## config.mk

```make
export PLATFORM = sky130hd
export DESIGN_NAME = stp_reg
export DESIGN_NICKNAME = d
export VERILOG_FILES = /design/src/rtl/serdes_pkg.sv /design/src/rtl/stp_out_buf.sv /design/src/rtl/stp_reg.sv
export SDC_FILE = /design/constraint.sdc
export NUM_CORES = 1
export LEC_CHECK = 0
export CAP_MARGIN = 20
export CORE_ASPECT_RATIO = 1.2
export CORE_MARGIN = 8
export CORE_UTILIZATION = 40
export CTS_BUF_LIST = sky130_fd_sc_hd__clkbuf_4
export CTS_CLUSTER_SIZE = 25
export DETAILED_ROUTE_END_ITERATION = 12
export PLACE_DENSITY = 0.58
export SLEW_MARGIN = 20
export SYNTH_ARGS = -nofsm -noshare
export SYNTH_HDL_FRONTEND = slang
export SYNTH_HIERARCHICAL = 1
export SYNTH_SLANG_ARGS = --single-unit
export TNS_END_PERCENT = 1
```

## constraint.sdc

```tcl
create_clock -name clk -period 4.7 [get_ports clk]
set_clock_uncertainty 0.15 [all_clocks]
set_input_delay 0.705 -clock clk [delete_from_list [all_inputs] [get_ports clk]]
set_output_delay 0.705 -clock clk [all_outputs]
set_load 0.02 [all_outputs]
```

## src/rtl/serdes_pkg.sv

```systemverilog
// Shared serial-link definitions: default frame width and the receive FSM state encoding.
package serdes_pkg;

  localparam int FRAME_W = 32;

  typedef enum logic {
    IDLE  = 1'b0,
    SHIFT = 1'b1
  } rx_state_t;

endpackage

```

## src/rtl/stp_out_buf.sv

```systemverilog
// Single-entry holding register with valid/ready handshake; a word arriving while the
// entry is full and not being drained is dropped and flagged with a one-cycle overrun.
module stp_out_buf #(
  parameter int WIDTH = 32
) (
  input  logic             clk,
  input  logic             rst,
  input  logic             load,
  input  logic [WIDTH-1:0] word,
  input  logic             out_ready,
  output logic [WIDTH-1:0] data,
  output logic             out_valid,
  output logic             overrun
);

  logic accept;

  assign accept = !out_valid || out_ready;

  always_ff @(posedge clk) begin
    if (rst) begin
      data      <= '0;
      out_valid <= 1'b0;
      overrun   <= 1'b0;
    end else begin
      overrun <= 1'b0;
      if (load) begin
        if (accept) begin
          data      <= word;
          out_valid <= 1'b1;
        end else begin
          overrun <= 1'b1;
        end
      end else if (out_valid && out_ready) begin
        out_valid <= 1'b0;
      end
    end
  end

endmodule

```

## src/rtl/stp_reg.sv

```systemverilog
// Serial-to-parallel receiver: start-triggered WIDTH-bit frame capture feeding a
// handshaked holding register, with registered done/overrun/abort status pulses.
module stp_reg
  import serdes_pkg::*;
#(
  parameter int WIDTH     = FRAME_W,
  parameter bit MSB_FIRST = 1'b1
) (
  input  logic             clk,
  input  logic             rst,
  input  logic             start,
  input  logic             in,
  input  logic             out_ready,
  output logic [WIDTH-1:0] data,
  output logic             out_valid,
  output logic             done,
  output logic             overrun,
  output logic             abort
);

  localparam int CW = $clog2(WIDTH);

  rx_state_t      state, state_nx;
  logic [CW-1:0]  cnt;
  logic [WIDTH-1:0] sr, sr_shift;
  logic           frame_end, restart;

  always_comb begin
    if (MSB_FIRST) sr_shift = {sr[WIDTH-2:0], in};
    else           sr_shift = {in, sr[WIDTH-1:1]};
  end

  always_ff @(posedge clk) begin
    if (rst) state <= IDLE;
    else     state <= state_nx;
  end

  always_comb begin
    state_nx = state;
    case (state)
      IDLE:    if (start) state_nx = SHIFT;
      SHIFT:   if (frame_end && !start) state_nx = IDLE;
      default: state_nx = IDLE;
    endcase
  end

  // Frame completion wins over a coincident start, which then opens the next frame.
  always_comb begin
    frame_end = (state == SHIFT) && (cnt == CW'(WIDTH - 1));
    restart   = (state == SHIFT) && start && !frame_end;
  end

  always_ff @(posedge clk) begin
    if (rst) begin
      cnt   <= '0;
      sr    <= '0;
      done  <= 1'b0;
      abort <= 1'b0;
    end else begin
      done  <= frame_end;
      abort <= restart;
      if (state == IDLE) begin
        cnt <= '0;
      end else if (frame_end || restart) begin
        cnt <= '0;
        if (frame_end) sr <= sr_shift;
      end else begin
        cnt <= cnt + 1'b1;
        sr  <= sr_shift;
      end
    end
  end

  stp_out_buf #(.WIDTH(WIDTH)) u_out_buf (
    .clk       (clk),
    .rst       (rst),
    .load      (frame_end),
    .word      (sr_shift),
    .out_ready (out_ready),
    .data      (data),
    .out_valid (out_valid),
    .overrun   (overrun)
  );

endmodule

```

==> impl_metrics.csv <==
group,metric,value,unit
status,status,"finished, final reports clean",
placed_design,pre_cts_ws,1950,ps
synthesis,synth_edf_count,0,
placed_design,port_buffers,40,
clock_network,clk_latency,400,ps
timing,slew_violations,0,
hold_path,hp-start,"cnt[0]",
timing,hold_violations,0,
timing,final.setup.tns,0,ps
die,initial_utilization,0.405,
worst_setup_path,required,4890,ps
power,p_per_area,275,mW/mm²
layout,area_growth,16.0,%
timing,fmax,371,MHz
hold_path,min_path_type,"register to register",
grt,grt_antenna_before_repair,0,
route,drtAntennaViolNets,0,
grt,grt_remaining_overflow,0,
clock_network,cts_setup_buffers,0,
layout,fin_util,0.470,
synthesis,syn_nets,322,
timing,post-route-min-period,2690,ps
die,die_h,112,µm
clock_network,path_clk_slew,110,ps
route,drc,0,
synthesis,yosys.area.top_type,"dfxtp_1",
clock_network,cts_root_buf,"clkbuf_4",
route,wire_per_inst,13.2,µm
layout,final_nets,350,
timing,slew_headroom,0.465,
layout,diodes,0,
route,first_iter_violations,101,
route,vias,2193,
worst_setup_path,critical_path_class,"register to register",
route,wirelength,5790,µm
synthesis,yosysWarnings,6,
timing,hold_ws,301,ps
grt,grt_pass1_wl,9850,µm
worst_setup_path,cp_max_fo,17,
clock_network,clock-sinks,73,
layout,multiInputGateArea,0.00143,mm²
synthesis,ys_seq_area_frac,0.479,
clock_network,clock_path_buffers,2,
worst_setup_path,r2r-start,"cnt[0]",
route,viasPerCell,5.02,
worst_setup_path,cp-end-kind,"register",
grt,grt_pass1_vias,2179,
layout,drive_gt1_frac,0.0609,
clock_network,cts_buffers,9,
synthesis,synth_ff_type,"dfxtp_1",
die,core-area,0.00753,mm²
clock_network,hold_buffers,0,
die,die_area,0.0107,mm²
synthesis,synthArstFlopShare,0,
timing,rsz0062_at_grt,"no",
timing,setup_violations,0,
synthesis,synth.area.top_cells,"dfxtp_1, nand2b_1, mux2i_1",
synthesis,avgSynthCellArea,9.68,µm²
route,drt_pass1_iterations,4,
synthesis,yosysUniqueCellTypes,27,
power,leakage,1.08,nW
placed_design,gp_congestion,0.685,
worst_setup_path,cp-start-kind,"register",
grt,grt_util_all_layers,0.114,
clock_network,postCtsResizedCells,0,
timing,fin_crit_sh,0.573,
layout,fill_cells,755,
timing,worst_pin_slew,803,ps
layout,regArea,0.00146,mm²
timing,worst_slack,2010,ps
clock_network,htree_num_levels,3,
die,fp-row-count,35,
synthesis,yosysMostFrequentCell,"dfxtp_1",
clock_network,cts_tree,"done",
grt,grt_max_degree,63,
worst_setup_path,critical_path.startpoint,"cnt[0]",
run,cap_violations,0,
power,vdd_ir_drop_max,0.146,mV
synthesis,yosys.area.top_type_share,0.479,
die,io_pins,41,
synthesis,synth_common_cells,"dfxtp_1, nand2b_1, a21oi_1",
placed_design,hpwlAfterDp,3510,µm
die,die_x,95.7,µm
worst_setup_path,cp.arrival,2880,ps
synthesis,synth_seq_cells,73,
synthesis,syn_inst,315,
synthesis,syn-cell-area,0.00305,mm²
==> final timing paths <==
check	slack [ps]	depth (start not counted)	endpoint
min reg2reg	300	1	cnt[0]
max reg2reg	2010	8	u_out_buf/data[19]
min	300	1	cnt[0]
max	2010	8	u_out_buf/data[19]
==> cell type report <==
type / count / area share
Sequential cell: 73 / 0.413
Multi-Input combinational cell: 212 / 0.405
Timing Repair Buffer: 44 / 0.120
Tap cell: 92 / 0.0325
Clock buffer: 11 / 0.0233
Inverter: 3 / 0.00318
Clock inverter: 2 / 0.00248
==> cell usage in the layout, fill, tap and decap left out, drive strengths merged <==
cell type      instances
clkdlybuf4s50         39
and2                   2
buf                    5
nand2b                64
dfxtp                 73
inv                    3
nor4                   1
ha                     2
and3                   1
and4bb                 1
a21oi                 33
xor2                   1
nor3                   1
nor2                   6
nand3b                31
o21ai                 31
nand3                  1
clkbuf                11
nor4b                  1
or4                    1
mux2i                 32
xnor2                  1
and2b                  1
a21boi                 1
clkinv                 2
==> per-layer routing <==
layer	track usage	share of wire	routed length [µm]	vias to the layer above
li1	-	-	-	1119
met1	0.129	0.47	2740	1032
met2	0.187	0.47	2690	30
met3	0.0316	0.043	248	12
met4	0.0586	0.018	105	0
met5	0	0	0	-
==> through the flow <==
stage / total power (W) / instances / area [µm²]
2_1_floorplan: 0.000675 / 315 / 3050
3_3_place_gp: 0.000685 / 424 / 3450
3_5_place_dp: 0.000686 / 424 / 3450
4_1_cts: 0.000990 / 437 / 3540
5_1_grt: 0.00102 / 437 / 3540
6_report: 0.000972 / 437 / 3540
==> logic make-up after synthesis <==
kind of cell,share of synthesized area
mux,0.105
buf+inv,0.0509
xor+xnor,0.00575
fa+ha+maj,0.00821
flops,0.479
simple gates,0.240
compound gates,0.111
==> power by group <==
part / internal, W / leakage [nW] / switching (W)
clock: 0.000110 / 0.0561 / 0.000192
combinational: 0.0000189 / 0.439 / 0.0000306
sequential: 0.000620 / 0.588 / 0.00000107
==> flip-flops by register name, summed over array words and instances (netlist names) <==
register             cells
abort                    1
cnt                      5
done                     1
sr                      31
state                    1
u_out_buf/data          32
u_out_buf/out_valid      1
u_out_buf/overrun        1
==> critical path: stages, from the launching register on <==
cell	delay (ps)
dfxtp_1	370
ha_1	190
and3_1	160
ha_1	220
inv_1	90
nor2_1	160
a21boi_4	630
buf_4	420
mux2i_1	220
No activity file was read; power rests on OpenSTA's default activity.
